### config.mk
export PLATFORM = sky130hd
export DESIGN_NAME = coherence_bus_ctrl
export DESIGN_NICKNAME = d
export VERILOG_FILES = /design/src/rtl/coherence_bus_ctrl.sv
export SDC_FILE = /design/constraint.sdc
export NUM_CORES = 1
export LEC_CHECK = 0
export ABC_AREA = 1
export CORE_AREA = 2 2 145 147
export DETAILED_ROUTE_END_ITERATION = 7
export DIE_AREA = 0 0 147 149
export GPL_TIMING_DRIVEN = 0
export PLACE_DENSITY = 0.64
export SYNTH_ARGS = -nofsm -noshare
export SYNTH_HDL_FRONTEND = slang
export SYNTH_SLANG_ARGS = --single-unit
### constraint.sdc
create_clock -name CLK -period 1.6 [get_ports CLK]
set_input_delay 0.32 -clock CLK [delete_from_list [all_inputs] [get_ports CLK]]
set_output_delay 0.32 -clock CLK [all_outputs]
set_load 0.02 [all_outputs]
### src/rtl/coherence_bus_ctrl.sv
// Two-cache snooping bus controller with a shared RAM port.
// A read miss snoops the other cache. A Modified block comes from the other
// cache through the FWD states and is also written to RAM. Otherwise the block
// is loaded from RAM. A dirty eviction goes straight to RAM through WB.
// Each block has two words, and the requester's daddr bit 2 selects the word.
// Build option: define BUS_RR_ARB_EN for round-robin arbitration.
// Without it, cache 0 has fixed priority.
module coherence_bus_ctrl (
    input  logic             CLK,
    input  logic             nRST,
    input  logic [1:0]       dREN,
    input  logic [1:0]       dWEN,
    input  logic [1:0][31:0] daddr,
    input  logic [1:0][31:0] dstore,
    input  logic [1:0]       cctrans,
    input  logic [1:0]       ccwrite,
    output logic [1:0]       dwait,
    output logic [1:0][31:0] dload,
    output logic [1:0]       ccwait,
    output logic [1:0]       ccinv,
    output logic [1:0][31:0] ccsnoopaddr,
    output logic             ramREN,
    output logic             ramWEN,
    output logic [31:0]      ramaddr,
    output logic [31:0]      ramstore,
    input  logic [31:0]      ramload,
    input  logic [1:0]       ramstate
);

    typedef enum logic [3:0] {
        IDLE, ARB, SNOOP, FWD0, FWD1, LD0, LD1, WB0, WB1
    } state_t;

    localparam logic [1:0] RAM_ACCESS = 2'd2;

    state_t     state, next_state;
    logic       req_q, req_d;      // granted requester r
    logic       inv_q, inv_d;      // snooped block must be invalidated
    logic       winner;
    logic       xfer_done;         // last word of a transaction completes
    logic       s;                 // snooper, always the other cache
    logic [1:0] req_vec;
    logic       access;

    assign req_vec = dREN | dWEN;
    assign s       = ~req_q;
    assign access  = (ramstate == RAM_ACCESS);

`ifdef BUS_RR_ARB_EN
    logic ptr_q;

    // The pointer cache wins if it requests. Otherwise the other cache wins.
    assign winner = req_vec[ptr_q] ? ptr_q : ~ptr_q;

    // After each completed transaction, the pointer moves away from the cache just served.
    always_ff @(posedge CLK or negedge nRST) begin
        if (!nRST)          ptr_q <= 1'b0;
        else if (xfer_done) ptr_q <= ~req_q;
    end
`else
    // Fixed priority: cache 0 wins whenever it requests.
    assign winner = ~req_vec[0];
`endif

    // State register plus the latched requester and invalidate intent.
    always_ff @(posedge CLK or negedge nRST) begin
        if (!nRST) begin
            state <= IDLE;
            req_q <= 1'b0;
            inv_q <= 1'b0;
        end else begin
            // NOTE: non-blocking assignments keep every register sampling pre-edge values.
            state <= next_state;
            req_q <= req_d;
            inv_q <= inv_d;
        end
    end

    // Next-state logic and all bus and RAM outputs, decoded from the current state.
    always_comb begin
        // NOTE: every output gets a default first, so no path can infer a latch.
        next_state  = state;
        req_d       = req_q;
        inv_d       = inv_q;
        xfer_done   = 1'b0;
        dwait       = 2'b11;
        dload       = '0;
        ccwait      = 2'b00;
        ccinv       = 2'b00;
        ccsnoopaddr = '0;
        ramREN      = 1'b0;
        ramWEN      = 1'b0;
        ramaddr     = '0;
        ramstore    = '0;

        case (state)
            IDLE: begin
                if (|req_vec) next_state = ARB;
            end
            ARB: begin
                req_d = winner;
                if (dWEN[winner])      next_state = WB0;
                else if (dREN[winner]) next_state = SNOOP;
                else                   next_state = IDLE;
            end
            SNOOP: begin
                ccwait[s]      = 1'b1;
                ccinv[s]       = ccwrite[req_q];
                ccsnoopaddr[s] = daddr[req_q];
                inv_d          = ccwrite[req_q];
                next_state     = (cctrans[s] & ccwrite[s]) ? FWD0 : LD0;
            end
            FWD0, FWD1: begin
                ccwait[s]      = 1'b1;
                ccinv[s]       = inv_q;
                ccsnoopaddr[s] = daddr[req_q];
                ramWEN         = 1'b1;
                ramaddr        = daddr[req_q];
                ramstore       = dstore[s];
                dload[req_q]   = dstore[s];
                if (access) begin
                    dwait      = 2'b00;
                    next_state = (state == FWD0) ? FWD1 : IDLE;
                    xfer_done  = (state == FWD1);
                end
            end
            LD0, LD1: begin
                ccwait[s]      = 1'b1;
                ccinv[s]       = inv_q;
                ccsnoopaddr[s] = daddr[req_q];
                ramREN         = 1'b1;
                ramaddr        = daddr[req_q];
                dload[req_q]   = ramload;
                if (access) begin
                    dwait[req_q] = 1'b0;
                    next_state   = (state == LD0) ? LD1 : IDLE;
                    xfer_done    = (state == LD1);
                end
            end
            WB0, WB1: begin
                ramWEN   = 1'b1;
                ramaddr  = daddr[req_q];
                ramstore = dstore[req_q];
                if (access) begin
                    dwait[req_q] = 1'b0;
                    next_state   = (state == WB0) ? WB1 : IDLE;
                    xfer_done    = (state == WB1);
                end
            end
            default: next_state = IDLE;
        endcase
    end

endmodule

# After elaboration in Yosys (flattened, before gate mapping)
# Index checks and enable logic that the tools add are counted.
# word_totals
inputBits	172
ff_bits	6
ram_bits	0
output_inout_bits	200
n_memories	0
word_cells	90
latchBits	0
rom_bits	0
# classes
mul	0
magnitude_cmp	5
mux	46
div	0
n_reduce_logical	13
shift	0
add_sub_neg	0
n_bitwise	10
eq_ne	13
# ops
cell	n
$mux W32	9
$and A64 B64 Y64	3
$pmux W64 S2	1
$demux W32 S1	2
$mux W64	1
$pmux W32 S2	1
$pmux W4 S6	1
$mux W4	5
$eq A4 B3 Y1 const B	4
$mux W1	14
$mux W3	4
$reduce_or A4 Y1	3
$eq A4 B2 Y1 const B	2
$mux W2	4
$ne A2 B2 Y1 const B	4
$pmux W2 S2	2
$reduce_or A2 Y1	4
$lt A1 B2 Y1 const B	3
$reduce_or A6 Y1	1
$reduce_or A5 Y1	1
$and A2 B2 Y2	2
$eq A4 B1 Y1 const B	1
$eq A4 B4 Y1 const B	1
$logic_not A4 Y1	1
9 further kinds	13

# Depth between registers and ports, before layout
# Gate-level depths: netlist of run 1.
# logic_depth
depth_word	7
ltp_mapped	10
mapped_depth_nobuf	9

# Worst setup path before layout of run 1
# Ideal clock, no wire load.
# synth_path
path_kind	reg2out
from	register state[3]
to	output dload[29] (netlist name)
n_path_buf	2
arrival_time_ps	1458
path_slack_ps	-178
required_time_ps	1280
path_stages_with_launch	10
cell_sequence	dfrtp_1 > inv_1 > nand2_1 > nor2_2 > nand2_4 > buf_6 > buf_6 > nand2_1 > o21ai_1 > nor2_1
# synth_lines
element	line	text
from (decl)	36	state_t state, next_state;
from (signal assigned)	73	state <= next_state;
to (decl)	18	output logic [1:0][31:0] dload,

# Worst setup path in the final report of run 1
# layout_path
from	register state[3]
to	output ramaddr[9]
# layout_via
elab_chain_len	3
word_cells_on_any_way	8
classes_between	eq/ne: 6; mux: 1; reduce/logical: 1
# layout_rtl
element	line	text
$eq A4 B2 Y1 (tied with other cells)	96	case (state)
$reduce_or A6 Y1 (no source line) (*)	n/a	
$mux W32 (*)	n/a	
to (decl)	24	output logic [31:0] ramaddr,
# Every way passes the cells marked *; elsewhere a longest branch is shown, timed or not.

==> run summary, run 1 <==
==================================================================================
Outcome                                                               finished, violations left
Violated checks                                                       negative setup slack
Count of mapped cells out of synthesis                                         707
Area of the mapped netlist                                              3565 sq um
Leakage power of the design                                               4.781 nW
Most common cell after layout, fill and taps aside                    clkdlybuf4s50_1
P_sw                                                                      12.86 mW
Met1 track demand over resource in global routing                           23.67%
Signed area change from the synthesized netlist to the final layout         194.8%
Critical path arrival                                                      1.84 ns
Final total power                                                         23.92 mW
GRT Total Usage                                                             21.10%
Total power per unit cell area                                        2276 nW/um^2
Post-layout min period                                                    2.164 ns
Register share of total power                                                 1.3%
Max H-tree Level                                                                 1
# clock sinks                                                                    6
Antenna violations before repair                                                 0
First-pass GRT wire length                                                36.42 mm
Layer with the highest usage after global routing                             met2
Part of the Yosys area used for sequential elements                         4.212%
Antenna Diode Count                                                              0
Finish-stage setup viols                                                       200
Met3 demand-to-capacity share in global routing                             4.159%
Measured slew at the worst slew-check pin                                0.5583 ns
Placed cells                                                                 1,353
Clock tree root buffer cell                                              clkbuf_16
Number of global-route vias before repair                                    6,323
CTS hold repair buffers                                                          0
Net count after synthesis                                                      879
Placement Setup Slack                                                    -1.120 ns
Worst voltage drop across the vdd grid                                    1.304 mV
1st-pass router iterations                                                       5
Slew HR                                                                     62.39%
Core area                                                             20,560 sq um
Effective utilization at floorplan                                          17.34%
Max capacitance violation total                                                  0
WL per Instance                                                           18.58 um
Count of synthesis-stage warnings from yosys                                     0
Final hold violation count                                                       0
Final period utilization                                                    135.2%
Top cell type by total area after synthesis                                nand2_1
Fraction of layout cells with a size suffix above 1                         48.75%
TritonCTS clock tree                                                           yes
Global routing usage on met2                                                40.23%
Die area                                                              21,900 sq um
Post-Layout Inst Area                                                 10,510 sq um
Post-Place Cell Area                                                    8640 sq um
Count of state elements after synthesis                                          6
DP Wirelength                                                             19.33 mm
Part of the total power dissipated in the clock network                       1.7%
Die height                                                                  149 um
Antenna viol nets, final                                                         0
Final core occ                                                              51.11%
Share of Yosys cell area claimed by the top area cell type                  20.85%
Worst Path Required                                                        1.28 ns
Slowest cell on the critical path                                          dfrtp_1
Cell variety after synth                                                        27
Longest individual stage delay on the worst path                           0.40 ns
Fraction of power spent switching nets                                      53.78%
First-iteration detailed-routing DRC count                                     178
Setup clock skew after layout                                          0.002176 ns
Fill cell count                                                              1,952
Final net count                                                              1,290
Cell types occupying the most area after synthesis                    nand2_1 (21%), inv_1 (11%), o21ai_0 (9.5%)
Max Root-Sink Buffers                                                            2
Post-route DRC                                                                   0
Kind of capture point of the worst setup path                          output port
Startpoint class of the critical path                                         flop
Comb power frac                                                              97.0%
Number of clock buffers inserted by TritonCTS                                    3
Die Span X                                                                  147 um
Total congestion overflow after global routing                                   0
Final weighted congestion of routability-driven global placement            0.8454
Clock Latency Late Sink                                                    0.23 ns
Total wire length after detailed routing                                  25.85 mm
I/O pin count                                                                  372
Post-route worst hold slack                                              0.3386 ns
Total of buffers placed on input and output ports                              371
Non-filler instance count after layout                                       1,391
Num rows                                                                        53
Pint                                                                      11.06 mW
Critical Setup Path Class                                             flop to output port
Via-to-Cell Ratio                                                            4.612
Maximum number of pins on one net before global-route repair                    11
Total vias in the final route                                                6,415
Clk slew on worst S/H paths                                                0.03 ns
Final-report max-slew violation count                                            0
Final setup margin                                                      -0.5635 ns
Largest fanout on the critical path                                              7
Commonest cells after routing, fill and taps aside                    clkdlybuf4s50_1 (171), nand2_1 (161), buf_6 (143)
Min-Delay Path Class                                                  primary input to async pin
Top achievable clock speed                                               462.2 MHz
RSZ-0062 raised after global routing                                           yes
Final TNS setup                                                          -98.30 ns
Mean post-synth cell area                                              5.042 sq um
Critical path cell sequence                                           buf_4, nor2_4, nand2_1, nand2_2, inv_6, nand3_4, inv_8, buf_12, buf_16, a21oi_4, buf_6
==================================================================================
-- worst max-delay path: cells and delay by family, from the launching register on --
family                 cells  cell delay, ns
buffers and inverters      6            0.72
and+or+nand+nor            4            0.37
AOI/OAI and AO/OA          1            0.11
DFF                        1            0.40
-- metal layers --
metal	vias to the layer above	share of wire, %
met1	2957	37
met4	0	3.5
met3	48	6.7
met2	322	53
met5	-	0
li1	3088	-
-- state kept, by name (all words and copies together) (netlist names) --
name,count
inv_q,1
req_q,1
state,4
-- worst paths after layout --
| kind | startpoint | endpoint | slack [ns] | cells past startpoint |
|---|---|---|---|---|
| setup / recovery | state[3]$_DFFE_PN0P_ | ramaddr[9] | -0.56 | 11 |
| hold / removal | nRST | state[3]$_DFFE_PN0P_ | 0.34 | 1 |
| setup reg to reg | state[3]$_DFFE_PN0P_ | state[1]$_DFFE_PN0P_ | 0.16 | 9 |
| hold reg to reg | inv_q$_DFFE_PN0N_ | inv_q$_DFFE_PN0N_ | 0.53 | 2 |
| max in group asynchronous | nRST | state[0]$_DFFE_PN0P_ | 1.02 | 1 |
| min in group CLK | inv_q$_DFFE_PN0N_ | inv_q$_DFFE_PN0N_ | 0.53 | 2 |
-- what timing repair did --
item / 4_1_cts / 5_1_grt
cloned: 6 / 9
gates resized for setup: 1068 / 336
pin swaps: 22 / 23
setup buffers: 13 / 7
endpoints found under the setup margin: 200 / 204
-- kinds of logic after synthesis --
logic type / synth area share, %
AO/OA/AOI/OAI: 30.15
buffers and inverters: 22.32
flip-flops: 4.212
AND/OR/NAND/NOR: 43.31
-- final cells by class --
type	count	area (sq um)	area share [%]
Multi-Input combinational cell	529	4330	41.21
Tap cell	275	344.1	3.275
Timing Repair Buffer	406	4380	41.69
Sequential cell	6	153.9	1.465
Inverter	114	447.9	4.263
Clock buffer	3	75.07	0.7145
Buffer	58	775.7	7.383
-- synth_stat cells --
cell type  number
buf_4           2
nand3_1        62
buf_12          1
o21bai_1        4
and2_1          1
nand2_4         2
inv_2           4
nand2_1       198
nor2_1         74
o21ai_1        18
nand3_4         1
a21oi_2        30
o21ai_2        15
clkbuf_1       18
buf_1           1
inv_1         109
nand3_2        11
o22ai_1        32
buf_2          24
o21ai_0        68
inv_4           1
nand2_2         5
a21oi_1         4
buf_6          11
buf_8           1
dfrtp_1         6
nor2_2          4
-- power by group through the flow --
| stage | clock network (mW) | registers, mW | logic [mW] |
|---|---|---|---|
| 5_1_grt | 0.432 | 0.318 | 24.4 |
| 4_1_cts | 0.413 | 0.306 | 19.8 |
| 6_report | 0.412 | 0.308 | 23.2 |
| 2_1_floorplan | 0 | 0.265 | 11.1 |
| 3_3_place_gp | 0 | 0.278 | 17.8 |
| 3_5_place_dp | 0 | 0.278 | 17.8 |
Note: power is estimated with default switching activity, not from simulation.
==> run 2: changes to the inputs <==
--- a/config.mk
+++ b/config.mk
@@ -5,12 +5,11 @@
 export SDC_FILE = /design/constraint.sdc
 export NUM_CORES = 1
 export LEC_CHECK = 0
-export ABC_AREA = 1
 export CORE_AREA = 2 2 145 147
 export DETAILED_ROUTE_END_ITERATION = 7
 export DIE_AREA = 0 0 147 149
 export GPL_TIMING_DRIVEN = 0
-export PLACE_DENSITY = 0.64
+export PLACE_DENSITY = 0.61
 export SYNTH_ARGS = -nofsm -noshare
 export SYNTH_HDL_FRONTEND = slang
 export SYNTH_SLANG_ARGS = --single-unit
==> run summary, run 2 <==
====================================================================================
Outcome                                                                 finished, violations left
Violated checks                                                         negative setup slack
Placement Setup Slack                                                      -1.349 ns
Cell types occupying the most area after synthesis                      nand2_1 (16%), and2_1 (13%), a21oi_1 (12%)
EDFF count, synth                                                                  0
Share of synthesized area spent on multiplexers                               12.60%
Num rows                                                                          53
# clock sinks                                                                      6
Critical Setup Path Class                                               flop to output port
Final setup margin                                                        -0.8382 ns
Count of mapped cells out of synthesis                                           506
Maximum number of pins on one net before global-route repair                      11
Antenna violations before repair                                                   0
WL per Instance                                                             19.85 um
Total power per unit cell area                                          2309 nW/um^2
Total wire length after detailed routing                                    24.32 mm
Worst voltage drop across the vdd grid                                     0.7859 mV
Die height                                                                    149 um
Startpoint class of the critical path                                           flop
Critical Path Most Common Cell                                                buf_12
Measured slew at the worst slew-check pin                                  0.8277 ns
Dominant cell by count in the synthesized netlist                            nand2_1
Core area                                                               20,560 sq um
Buffers and inverters on the worst path                                            4
Post-route worst hold slack                                                0.3388 ns
Synthesized-area fraction occupied by and/or/nand/nor cells                   40.90%
I/O pin count                                                                    372
Via-to-Cell Ratio                                                              4.620
Final-report max-slew violation count                                              0
Cell variety after synth                                                          37
Max H-tree Level                                                                   1
Top delay family on crit path                                           buffers and inverters
Final TNS setup                                                           -131.77 ns
Cell depth of the worst flop-to-flop path                                          6
Die Span X                                                                    147 um
Total of buffers placed on input and output ports                                371
Leakage power of the design                                                 3.927 nW
Terminus of the critical flop-to-flop path                              state[0]$_DFFE_PN0P_
Kind of capture point of the worst setup path                            output port
Fill cell count                                                                2,000
Slew HR                                                                       44.82%
Number of clock buffers inserted by TritonCTS                                      3
Part of the Yosys area used for sequential elements                           5.023%
Number of global-route vias before repair                                      5,615
Max capacitance violation total                                                    0
Count of state elements after synthesis                                            6
Effective utilization at floorplan                                            14.54%
Final weighted congestion of routability-driven global placement              0.8646
Antenna Diode Count                                                                0
Largest fanout on the critical path                                                7
Slowest cell on the critical path                                            dfrtp_2
Critical path cell sequence                                             or3b_4, a21oi_4, buf_12, buf_12, buf_12, nand2_4, a32oi_2, buf_4
CTS hold repair buffers                                                            0
Flip-flop count of the largest register, all copies and words added                4
Finish-stage setup viols                                                         200
Setup clock skew after layout                                           0.0007434 ns
Max Root-Sink Buffers                                                              2
Final period utilization                                                      152.4%
First-pass GRT wire length                                                  33.56 mm
Most common cell after layout, fill and taps aside                      clkdlybuf4s50_1
RSZ-0062 raised after global routing                                             yes
Mean post-synth cell area                                                5.907 sq um
Signed area change from the synthesized netlist to the final layout           226.2%
Largest registers ranked by flip-flop count                             state (4), inv_q (1), req_q (1)
Top FF cell, synth                                                           dfrtp_1
1st-pass router iterations                                                         4
Min-Delay Path Class                                                    primary input to async pin
Count of synthesis-stage warnings from yosys                                       0
Post-layout min period                                                      2.438 ns
Top achievable clock speed                                                 410.1 MHz
Clock tree root buffer cell                                                clkbuf_16
Share of Yosys cell area claimed by the top area cell type                    16.45%
Xor/xnor share of the synthesized area                                            0%
Critical path arrival                                                        2.12 ns
TritonCTS clock tree                                                             yes
Top cell type by total area after synthesis                                  nand2_1
Worst-case register-to-register setup slack                                  0.05 ns
Antenna viol nets, final                                                           0
Final core occ                                                                47.43%
Die area                                                                21,900 sq um
GRT Total Usage                                                               19.50%
Adder-cell area share of the yosys netlist                                        0%
Commonest cells after routing, fill and taps aside                      clkdlybuf4s50_1 (166), buf_6 (140), buf_4 (107)
Share of flip-flops with an asynchronous set or reset after synthesis         100.0%
Post-Layout Inst Area                                                     9749 sq um
Synth cell count leaders                                                nand2_1 (131), a21oi_1 (69), and2_1 (64)
Total congestion overflow after global routing                                     0
Fraction of layout cells with a size suffix above 1                           63.68%
Longest individual stage delay on the worst path                             0.46 ns
Final hold violation count                                                         0
Final net count                                                                1,124
Clk slew on worst S/H paths                                                  0.03 ns
R2r startpoint                                                          state[2]$_DFFE_PN0P_
Worst Path Required                                                          1.28 ns
First-iteration detailed-routing DRC count                                       189
Total vias in the final route                                                  5,659
Net count after synthesis                                                        678
Post-route DRC                                                                     0
DP Wirelength                                                               18.02 mm
Synthesized-area fraction occupied by ao, oa, aoi and oai cells               33.86%
Largest family of logic cells by synthesized area                       simple AND/OR/NAND/NOR gates
Top register by number of flip-flops                                           state
Post-Place Cell Area                                                      8125 sq um
Area of the mapped netlist                                                2989 sq um
Clock Latency Late Sink                                                      0.23 ns
====================================================================================
-- run 2: cell types whose count changed after synthesis, moves of 18 or more --
cell      delta
a21boi_0    +23
a21oi_1     +65
a21oi_2     -28
a32oi_1     +32
and2_1      +63
inv_1      -108
mux2i_1     +32
nand2_1     -67
nand3_1     -60
nor2_1      -38
o21ai_0     -62
o21ai_1     -18
o22ai_1     -32
-- run 2: cells by family after synthesis --
logic type / count (synthesis)
flops: 6
compound gates: 153
mux: 37
buf+inv: 51
simple gates: 259
-- run 2: routing by layer --
metal	wire (um)	track usage, %	part of all wire [%]
met4	369	3.365	1.5
met5	0	0	0
met1	10440	25.19	43
met3	1314	3.272	5.4
met2	12200	34.62	50
-- run 2: how the worst max path moves through the flow --
stage | startpoint | end | cells past startpoint
6_report | state[1]$_DFFE_PN0P_ | ramstore[0] | 8
5_1_grt | state[2]$_DFFE_PN0P_ | ramstore[15] | 9
4_1_cts | state[0]$_DFFE_PN0P_ | ramstore[31] | 8
3_5_place_dp | state[0]$_DFFE_PN0P_ | ramstore[1] | 6
3_3_place_gp | req_q$_DFFE_PN0N_ | dload[2] | 5
2_1_floorplan | state[0]$_DFFE_PN0P_ | ramstore[11] | 6
-- run 2: final cells by class --
| class | instances | area [sq um] | share of cell area, % |
|---|---|---|---|
| Tap cell | 275 | 344.1 | 3.529 |
| Timing Repair Buffer | 442 | 4477 | 45.92 |
| Sequential cell | 6 | 155.1 | 1.591 |
| Clock buffer | 3 | 75.07 | 0.7700 |
| Inverter | 1 | 3.754 | 0.03850 |
| Multi-Input combinational cell | 449 | 4141 | 42.48 |
| Buffer | 49 | 553.0 | 5.672 |
-- run 2: metrics by stage --
stage,instances,total power [mW]
finish,1225,22.51
global route,1225,23.57
CTS,1187,19.11
detailed placement,1152,17.54
global placement,1152,17.55
floorplan,506,10.50
-- run 2: power by group --
part	leakage, nW	internal (mW)	switching (mW)	total (mW)
Sequential	0.0701	0.229	0.0958	0.325
Clock	0.0370	0.320	0.0777	0.398
Combinational	3.82	10.6	11.2	21.8
Total	3.93	11.2	11.4	22.5
-- run 2: timing repair --
item | CTS | global route
setup buffers | 27 | 34
pin swaps | 23 | 57
setup endpoints to repair | 203 | 202
resized for setup | 832 | 515
gates cloned | 5 | 7
-- run 2: worst reg2reg max path, stage by stage, from the launching register on --
cell	delay, ns
dfrtp_2	0.44
buf_6	0.15
buf_4	0.15
a21oi_4	0.11
nor2_2	0.06
a22o_1	0.24
mux2_2	0.27
